File: config.mk
export PLATFORM = sky130hd
export DESIGN_NAME = mult_booth_unit
export DESIGN_NICKNAME = d
export VERILOG_FILES = /design/src/rtl/mult_booth_unit.sv
export SDC_FILE = /design/constraint.sdc
export NUM_CORES = 1
export LEC_CHECK = 0
export CAP_MARGIN = 20
export CORE_ASPECT_RATIO = 0.8
export CORE_MARGIN = 5
export CORE_UTILIZATION = 40
export CTS_CLUSTER_DIAMETER = 80
export CTS_CLUSTER_SIZE = 30
export DETAILED_ROUTE_END_ITERATION = 10
export PLACE_DENSITY = 0.69
export SYNTH_ARGS = -nofsm -noshare
export SYNTH_HDL_FRONTEND = slang
export SYNTH_SLANG_ARGS = --single-unit
export TNS_END_PERCENT = 50
File: constraint.sdc
create_clock -name clk -period 5.8 [get_ports clk]
set_input_delay 1.16 -clock clk [delete_from_list [all_inputs] [get_ports clk]]
set_output_delay 1.16 -clock clk [all_outputs]
set_load 0.005 [all_outputs]
File: src/rtl/mult_booth_unit.sv
// Sequential signed multiplier for the multicycle CPU datapath.
// Radix-2 Booth recoding, one iteration per clock. The 2*WIDTH product is
// presented on hi/lo and is held until the next completed multiply.
module mult_booth_unit #(
  parameter int WIDTH = 32,
  parameter int CNT_W = 6
) (
  input  logic             clk,
  input  logic             reset,
  input  logic [1:0]       mult_ctrl,
  input  logic [WIDTH-1:0] op_a,
  input  logic [WIDTH-1:0] op_b,
  output logic [WIDTH-1:0] hi,
  output logic [WIDTH-1:0] lo,
  output logic             busy,
  output logic             done
);

  localparam logic [1:0] CMD_START = 2'b01;
  localparam logic [1:0] CMD_ACK   = 2'b10;
  localparam logic [1:0] CMD_ABORT = 2'b11;

  typedef enum logic [1:0] {
    IDLE = 2'b00,
    RUN  = 2'b01,
    DONE = 2'b10
  } stateT;

  stateT                    state;
  logic signed [WIDTH-1:0]  accA;
  logic signed [WIDTH-1:0]  mcand;
  logic        [WIDTH-1:0]  mulQ;
  logic                     qMinus1;
  logic        [CNT_W-1:0]  iterCnt;

  logic signed [WIDTH-1:0]  nextA;
  logic        [WIDTH-1:0]  nextQ;
  logic                     nextQm1;
  logic                     lastIter;

  // One Booth iteration: conditional add/subtract of the multiplicand into
  // the accumulator, then an arithmetic right shift of {A,Q,Q-1}. The sum is
  // kept one bit wider so that subtracting the most-negative multiplicand
  // still yields the true sign, which is what gets shifted into A's MSB.
  function automatic logic [2*WIDTH:0] boothStep(
    input logic signed [WIDTH-1:0] acc,
    input logic        [WIDTH-1:0] q,
    input logic                    qm1,
    input logic signed [WIDTH-1:0] m
  );
    logic signed [WIDTH:0] accExt;
    logic signed [WIDTH:0] mExt;
    logic signed [WIDTH:0] sum;
    accExt = {acc[WIDTH-1], acc};
    mExt   = {m[WIDTH-1], m};
    case ({q[0], qm1})
      2'b01:   sum = accExt + mExt;
      2'b10:   sum = accExt - mExt;
      default: sum = accExt;
    endcase
    return {sum[WIDTH:1], sum[0], q[WIDTH-1:1], q[0]};
  endfunction

  // Next iteration values of the Booth datapath.
  always_comb begin
    {nextA, nextQ, nextQm1} = boothStep(accA, mulQ, qMinus1, mcand);
  end

  assign lastIter = (iterCnt == CNT_W'(WIDTH - 1));

  // Control FSM and datapath registers; all outputs are registered here.
  always_ff @(posedge clk or posedge reset) begin
    if (reset) begin
      state   <= IDLE;
      accA    <= '0;
      mcand   <= '0;
      mulQ    <= '0;
      qMinus1 <= 1'b0;
      iterCnt <= '0;
      hi      <= '0;
      lo      <= '0;
      busy    <= 1'b0;
      done    <= 1'b0;
    end else begin
      case (state)
        IDLE: begin
          if (mult_ctrl == CMD_START) begin
            mcand   <= op_a;
            mulQ    <= op_b;
            accA    <= '0;
            qMinus1 <= 1'b0;
            iterCnt <= '0;
            busy    <= 1'b1;
            state   <= RUN;
          end
        end

        RUN: begin
          if (mult_ctrl == CMD_ABORT) begin
            busy  <= 1'b0;
            state <= IDLE;
          end else begin
            accA    <= nextA;
            mulQ    <= nextQ;
            qMinus1 <= nextQm1;
            iterCnt <= iterCnt + 1'b1;
            if (lastIter) begin
              hi    <= nextA;
              lo    <= nextQ;
              done  <= 1'b1;
              busy  <= 1'b0;
              state <= DONE;
            end
          end
        end

        DONE: begin
          if (mult_ctrl == CMD_START) begin
            // Implicit acknowledge plus a fresh start; hi/lo keep the old
            // product until the new one completes.
            mcand   <= op_a;
            mulQ    <= op_b;
            accA    <= '0;
            qMinus1 <= 1'b0;
            iterCnt <= '0;
            done    <= 1'b0;
            busy    <= 1'b1;
            state   <= RUN;
          end else if (mult_ctrl == CMD_ACK || mult_ctrl == CMD_ABORT) begin
            done  <= 1'b0;
            state <= IDLE;
          end
        end

        default: begin
          busy  <= 1'b0;
          done  <= 1'b0;
          state <= IDLE;
        end
      endcase
    end
  end

endmodule

* Yosys cells after proc, flatten, opt, wreduce, memory -nomap -nowiden
Cells that the tools add are included.
** Word-level totals
- Latch bits :: 0
- Output and inout port bits :: 66
- ROM bits :: 0
- Bits in writable memories :: 0
- Memories :: 0
- Register bits :: 171
- Bits of input ports :: 68
- Word-level logic and storage cells :: 67
** Cells by class
- Add/subtract/negate cells :: 3
- Shift operators :: 0
- Divide/modulo/power cells :: 0
- Muxes and demuxes :: 28
- Magnitude comparators :: 0
- Equal/unequal tests :: 14
- $mul :: 0
- Reductions and logical operators :: 10
- Bitwise gates (word level) :: 2
** Operator list (count)
- $mux 32 :: 4
- $pmux 32 s2 :: 2
- $pmux 33 s2 :: 1
- $add 32x32->33 :: 1
- $sub 32x32->33 :: 1
- $mux 6 :: 2
- $pmux 6 s2 :: 1
- $mux 2 :: 5
- $mux 1 :: 9
- $reduce_and 3->1 :: 3
- $eq 2x2->1 const B :: 4
- $add 6x1->6 const B :: 1
- $eq 2x1->1 const B :: 3
- $eq 6x5->1 const B :: 1
- $ne 2x2->1 const B :: 3
- $ne 3x3->1 const B :: 2
- $pmux 2 s3 :: 1
- $pmux 1 s2 :: 2
- $reduce_and 2->1 :: 2
- $reduce_and 4->1 :: 1
- $pmux 1 s3 :: 1
- $logic_not 2->1 :: 1
- $ne 2x1->1 const B :: 1
- $not 1->1 :: 2
- other kinds (3) :: 3

* Depth between registers and ports, before layout
- Word-level depth :: 5
- Gate-level depth with buffers :: 19

* Worst setup path before layout
OpenSTA, ideal clock, no wires.
- Path type :: reg-to-reg
- Start point :: register mcand[6]
- End point :: register hi[31]
- Data arrival time :: 4296 ps
- Required time :: 5676 ps
- Stages on the path, launching flop included :: 17
- Setup slack :: 1379 ps
- Period minus slack after synthesis :: 4421 ps
- Path buffers :: 0
- Path through :: dfrtp_1 nor4_2 nand3_1 or4_1 nor3_1 a21oi_1 xnor2_1 ha_1 nand3_1 nor3_1 a221o_1 a211o_1 a221o_1 a211oi_2 xnor2_1 and4b_1 nor3_1
** Between the ends
- Longest elaborated chain between the ends :: 2
** RTL lines
- start: declaration :: line 31 : logic signed [WIDTH-1:0] mcand;
- start signal: assignment :: line 88 : mcand <= op_a;
- start signal: assignment :: line 121 : mcand <= op_a;
- $sub 32x32->33 / $add 32x32->33 (equally long branches) :: line 58, 57
- $pmux 33 s2 * :: line 56 : case ({q[0], qm1})
- end signal: assignment :: line 108 : hi <= nextA;
- end: declaration :: line 13 : output logic [WIDTH-1:0] hi,
Every way passes the cells marked *; elsewhere a longest branch is shown, timed or not.
A chain may end at the register's enable or synchronous reset.

* Final worst setup path
Same ends and word-level chain as after synthesis.

==> flow_metrics.env <==
export IMPL_crit_arrival_ns=5.29
export IMPL_async_flop_share_pct=100
export IMPL_hold_class="flop to flop"
export IMPL_cts_buffer_depth=2
export IMPL_core_rowCount=49
export IMPL_synth_area_top_cells="dfrtp_1 46%, nand2_1 12%, o21ai_0 5.2%, mux2i_1 5.0%, ha_1 4.7%"
export IMPL_drive_above_1_share_pct=4.85
export IMPL_pre_cts_ws_ns=0.863
export IMPL_seq_area_sq_um=4280
export IMPL_critical_path_max_stage_delay_ns=0.52
export IMPL_cts_setup_buffers=0
export IMPL_required_ns=6.12
export IMPL_end_kind="flop"
export IMPL_die_w_um=180
export IMPL_power_density_nw_per_um2=497
export IMPL_synth_top_area_share_pct=46.0
export IMPL_crit_slowest_cell="or4_1"
export IMPL_syn_nets=1181
export IMPL_vias=7757
export IMPL_cpLargestDelayFamily="simple AND/OR/NAND/NOR gates"
export IMPL_crit_type="flop to flop"
export IMPL_hpwl_um=17400
export IMPL_firstDrtPassIters=5
export IMPL_drt_iter0_markers=630
export IMPL_h_tree_depth=4
export IMPL_postCtsHoldBufs=0
export IMPL_grt_pass1_wl_um=40000
export IMPL_clk_latency_ns=0.43
export IMPL_status="complete, no violations"
export IMPL_critPathMaxFanout=6
export IMPL_ys_flop_type="dfrtp_1"
export IMPL_grt_pass1_vias=7481
export IMPL_max_freq_ghz=0.201
export IMPL_path_cells="nor4_2 -> nand3_1 -> or4_1 -> nor3_1 -> a21oi_1 -> xnor2_1 -> ha_1 -> nand3_1 -> nor3_1 -> a221o_1 -> a211o_1 -> a221o_1 -> a211oi_2 -> xnor2_1 -> and4b_1 -> nor3_1"
export IMPL_nFillCells=2139
export IMPL_area_growth_pct=24.0
export IMPL_core_region_area_sq_um=22700
export IMPL_multiInputGateArea_sq_um=4750
export IMPL_cap_violations=0
export IMPL_cts_buffers_inserted=17
export IMPL_drc_errors=0
export IMPL_crit_path_frequent_cell="nor3_1"
export IMPL_worst_path_buf_inv=0
export IMPL_netlist_instances=1077
export IMPL_slew_headroom_pct=39.2
export IMPL_stdcell_count=1502
export IMPL_die_y_um=146
export IMPL_finalMaxSlewViolations=0
export IMPL_finalWorstSetupSlack_ns=0.826
export IMPL_synth_edf_count=0
export IMPL_cts_num_sinks=171
export IMPL_cts_tree="built"
export IMPL_start_util_pct=41.0
export IMPL_hold_violations=0
export IMPL_die_area_sq_um=26400
export IMPL_p_leak_nw=5.38
export IMPL_antenna_found_initial=0
export IMPL_yosys_warnings=0
export IMPL_ys_ff_latch=171
export IMPL_synth_distinct_cells=52
export IMPL_portBuffers=133
export IMPL_gp_congestion=0.927
export IMPL_nets=1287
export IMPL_syn_area_sq_um=9300
export IMPL_final_common_cell="nand2_1"
export IMPL_fin_worst_skew_ns=0.0127
export IMPL_wirelength_um=24200
export IMPL_setup_viol=0
export IMPL_track_usage_pct=18.4
export IMPL_antenna_cells=0
export IMPL_root_buffer="clkbuf_16"
export IMPL_via_per_inst=5.16
export IMPL_grt_max_degree=102
export IMPL_ant_nets=0
export IMPL_rsz0062_at_grt="false"
export IMPL_critPathLaunchType="flop"
export IMPL_clk_pin_slew_ns=0.08
export IMPL_synth_top_cell_by_area="dfrtp_1"
export IMPL_wl_per_cell_um=16.1
export IMPL_dpl_cell_count=1470
export IMPL_tightest_slew_ns=0.913
export IMPL_synth_seq_area_share_pct=46.0
export IMPL_ioPinCount=134
export IMPL_grt_overflow=0
export IMPL_post_route_min_period_ns=4.97
export IMPL_cts_resized=0
export IMPL_syn_avg_cell_area_sq_um=8.63
export IMPL_final_cell_mix="293 x nand2_1, 170 x dfrtp_1, 133 x clkdlybuf4s50_1, 97 x o21ai_0, 71 x a21oi_1"
export IMPL_timing_setup_tns_ns=0
export IMPL_vdd_drop_max_mv=0.249
export IMPL_min_period_over_period_pct=85.8
[metal layers]
metal	GRT usage [%]	up-vias	part of all wire (%)
li1	-	3892	-
met1	27.8	3656	50
met2	27.4	195	44
met3	4.18	14	5.4
met4	3.17	0	0.72
met5	0	-	0
[per-stage QoR]
step	util (%)	hold WS [ns]	total power, W	cell area [sq um]
2_1_floorplan	-	0.460	0.00387	9300
3_3_place_gp	48.1	0.457	0.00450	10900
3_5_place_dp	48.2	0.461	0.00457	10900
4_1_cts	50.8	0.480	0.00572	11500
5_1_grt	50.8	0.501	0.00618	11500
6_report	50.8	0.475	0.00572	11500
[logic make-up (layout without fill, tap and decap cells)]
logic type      Yosys count  count (layout)  share of synthesized area, %
mux                      50              50                          5.44
compound gates          231             231                          14.4
xor+xnor                 60              60                          5.65
simple gates            452             452                          20.5
fa+ha+maj                36              36                          4.92
buf+inv                  77             196                          3.11
flops                   171             171                          46.0
[report_power, final]
part	switching [W]	internal [W]	total, W
logic	0.00171	0.00117	0.00289
registers	0.000259	0.00145	0.00171
clock network	0.000553	0.000581	0.00113
total	0.00252	0.00320	0.00572
[area by class of cell]
type	instances	share of cell area, %
multi-input combinational	829	41.2
clock buffer	17	3.69
sequential	171	37.1
timing repair buffer	145	12.5
inverter	19	0.662
clock inverter	15	1.47
tap	306	3.32
[worst reg2reg max path, cell delays in order (launching register included)]
cell	delay, ns
dfrtp_1	0.46
nor4_2	0.47
nand3_1	0.19
or4_1	0.52
nor3_1	0.46
a21oi_1	0.16
xnor2_1	0.23
ha_1	0.33
nand3_1	0.21
nor3_1	0.08
a221o_1	0.34
a211o_1	0.32
a221o_1	0.41
a211oi_2	0.23
xnor2_1	0.21
and4b_1	0.23
nor3_1	0.05
[path summary, 6_finish.rpt]
path | from | end | slack (ns) | cells after the start
min | busy$_DFFE_PP0P_ | busy$_DFFE_PP0P_ | 0.48 | 2
max in group asynchronous | reset | accA[13]$_DFFE_PP0P_ | 3.44 | 3
min in group asynchronous | reset | lo[16]$_DFFE_PP0P_ | 1.28 | 2
min reg2reg | busy$_DFFE_PP0P_ | busy$_DFFE_PP0P_ | 0.48 | 2
max reg2reg | mcand[6]$_DFFE_PP0P_ | hi[31]$_DFFE_PP0P_ | 0.83 | 16
max | mcand[6]$_DFFE_PP0P_ | hi[31]$_DFFE_PP0P_ | 0.83 | 16
[cell usage after synthesis (all sizes together) (2+ instances only)]
master,n
or2,2
buf,3
nand3,38
a21o,19
mux2i,46
o221ai,4
xor2,11
o21a,2
clkbuf,55
nor3b,2
and2,4
a211oi,4
inv,19
o21bai,6
a221o,3
nor2,55
a21oi,71
a311o,2
a22o,2
a31oi,8
mux2,4
nand2,294
nand2b,5
or3,3
o21ai,97
o211ai,3
nor4,4
nor3,21
ha,35
dfrtp,171
and3,7
nor2b,4
xnor2,49
nand4,8
a21boi,3
[sequential cells by signal, indices dropped and copies added, names as in the netlist]
signal / cells
mulQ: 32
hi: 32
qMinus1: 1
mcand: 32
busy: 1
state: 2
lo: 32
iterCnt: 6
done: 1
accA: 32
Note: power is estimated with default switching activity, not from simulation.
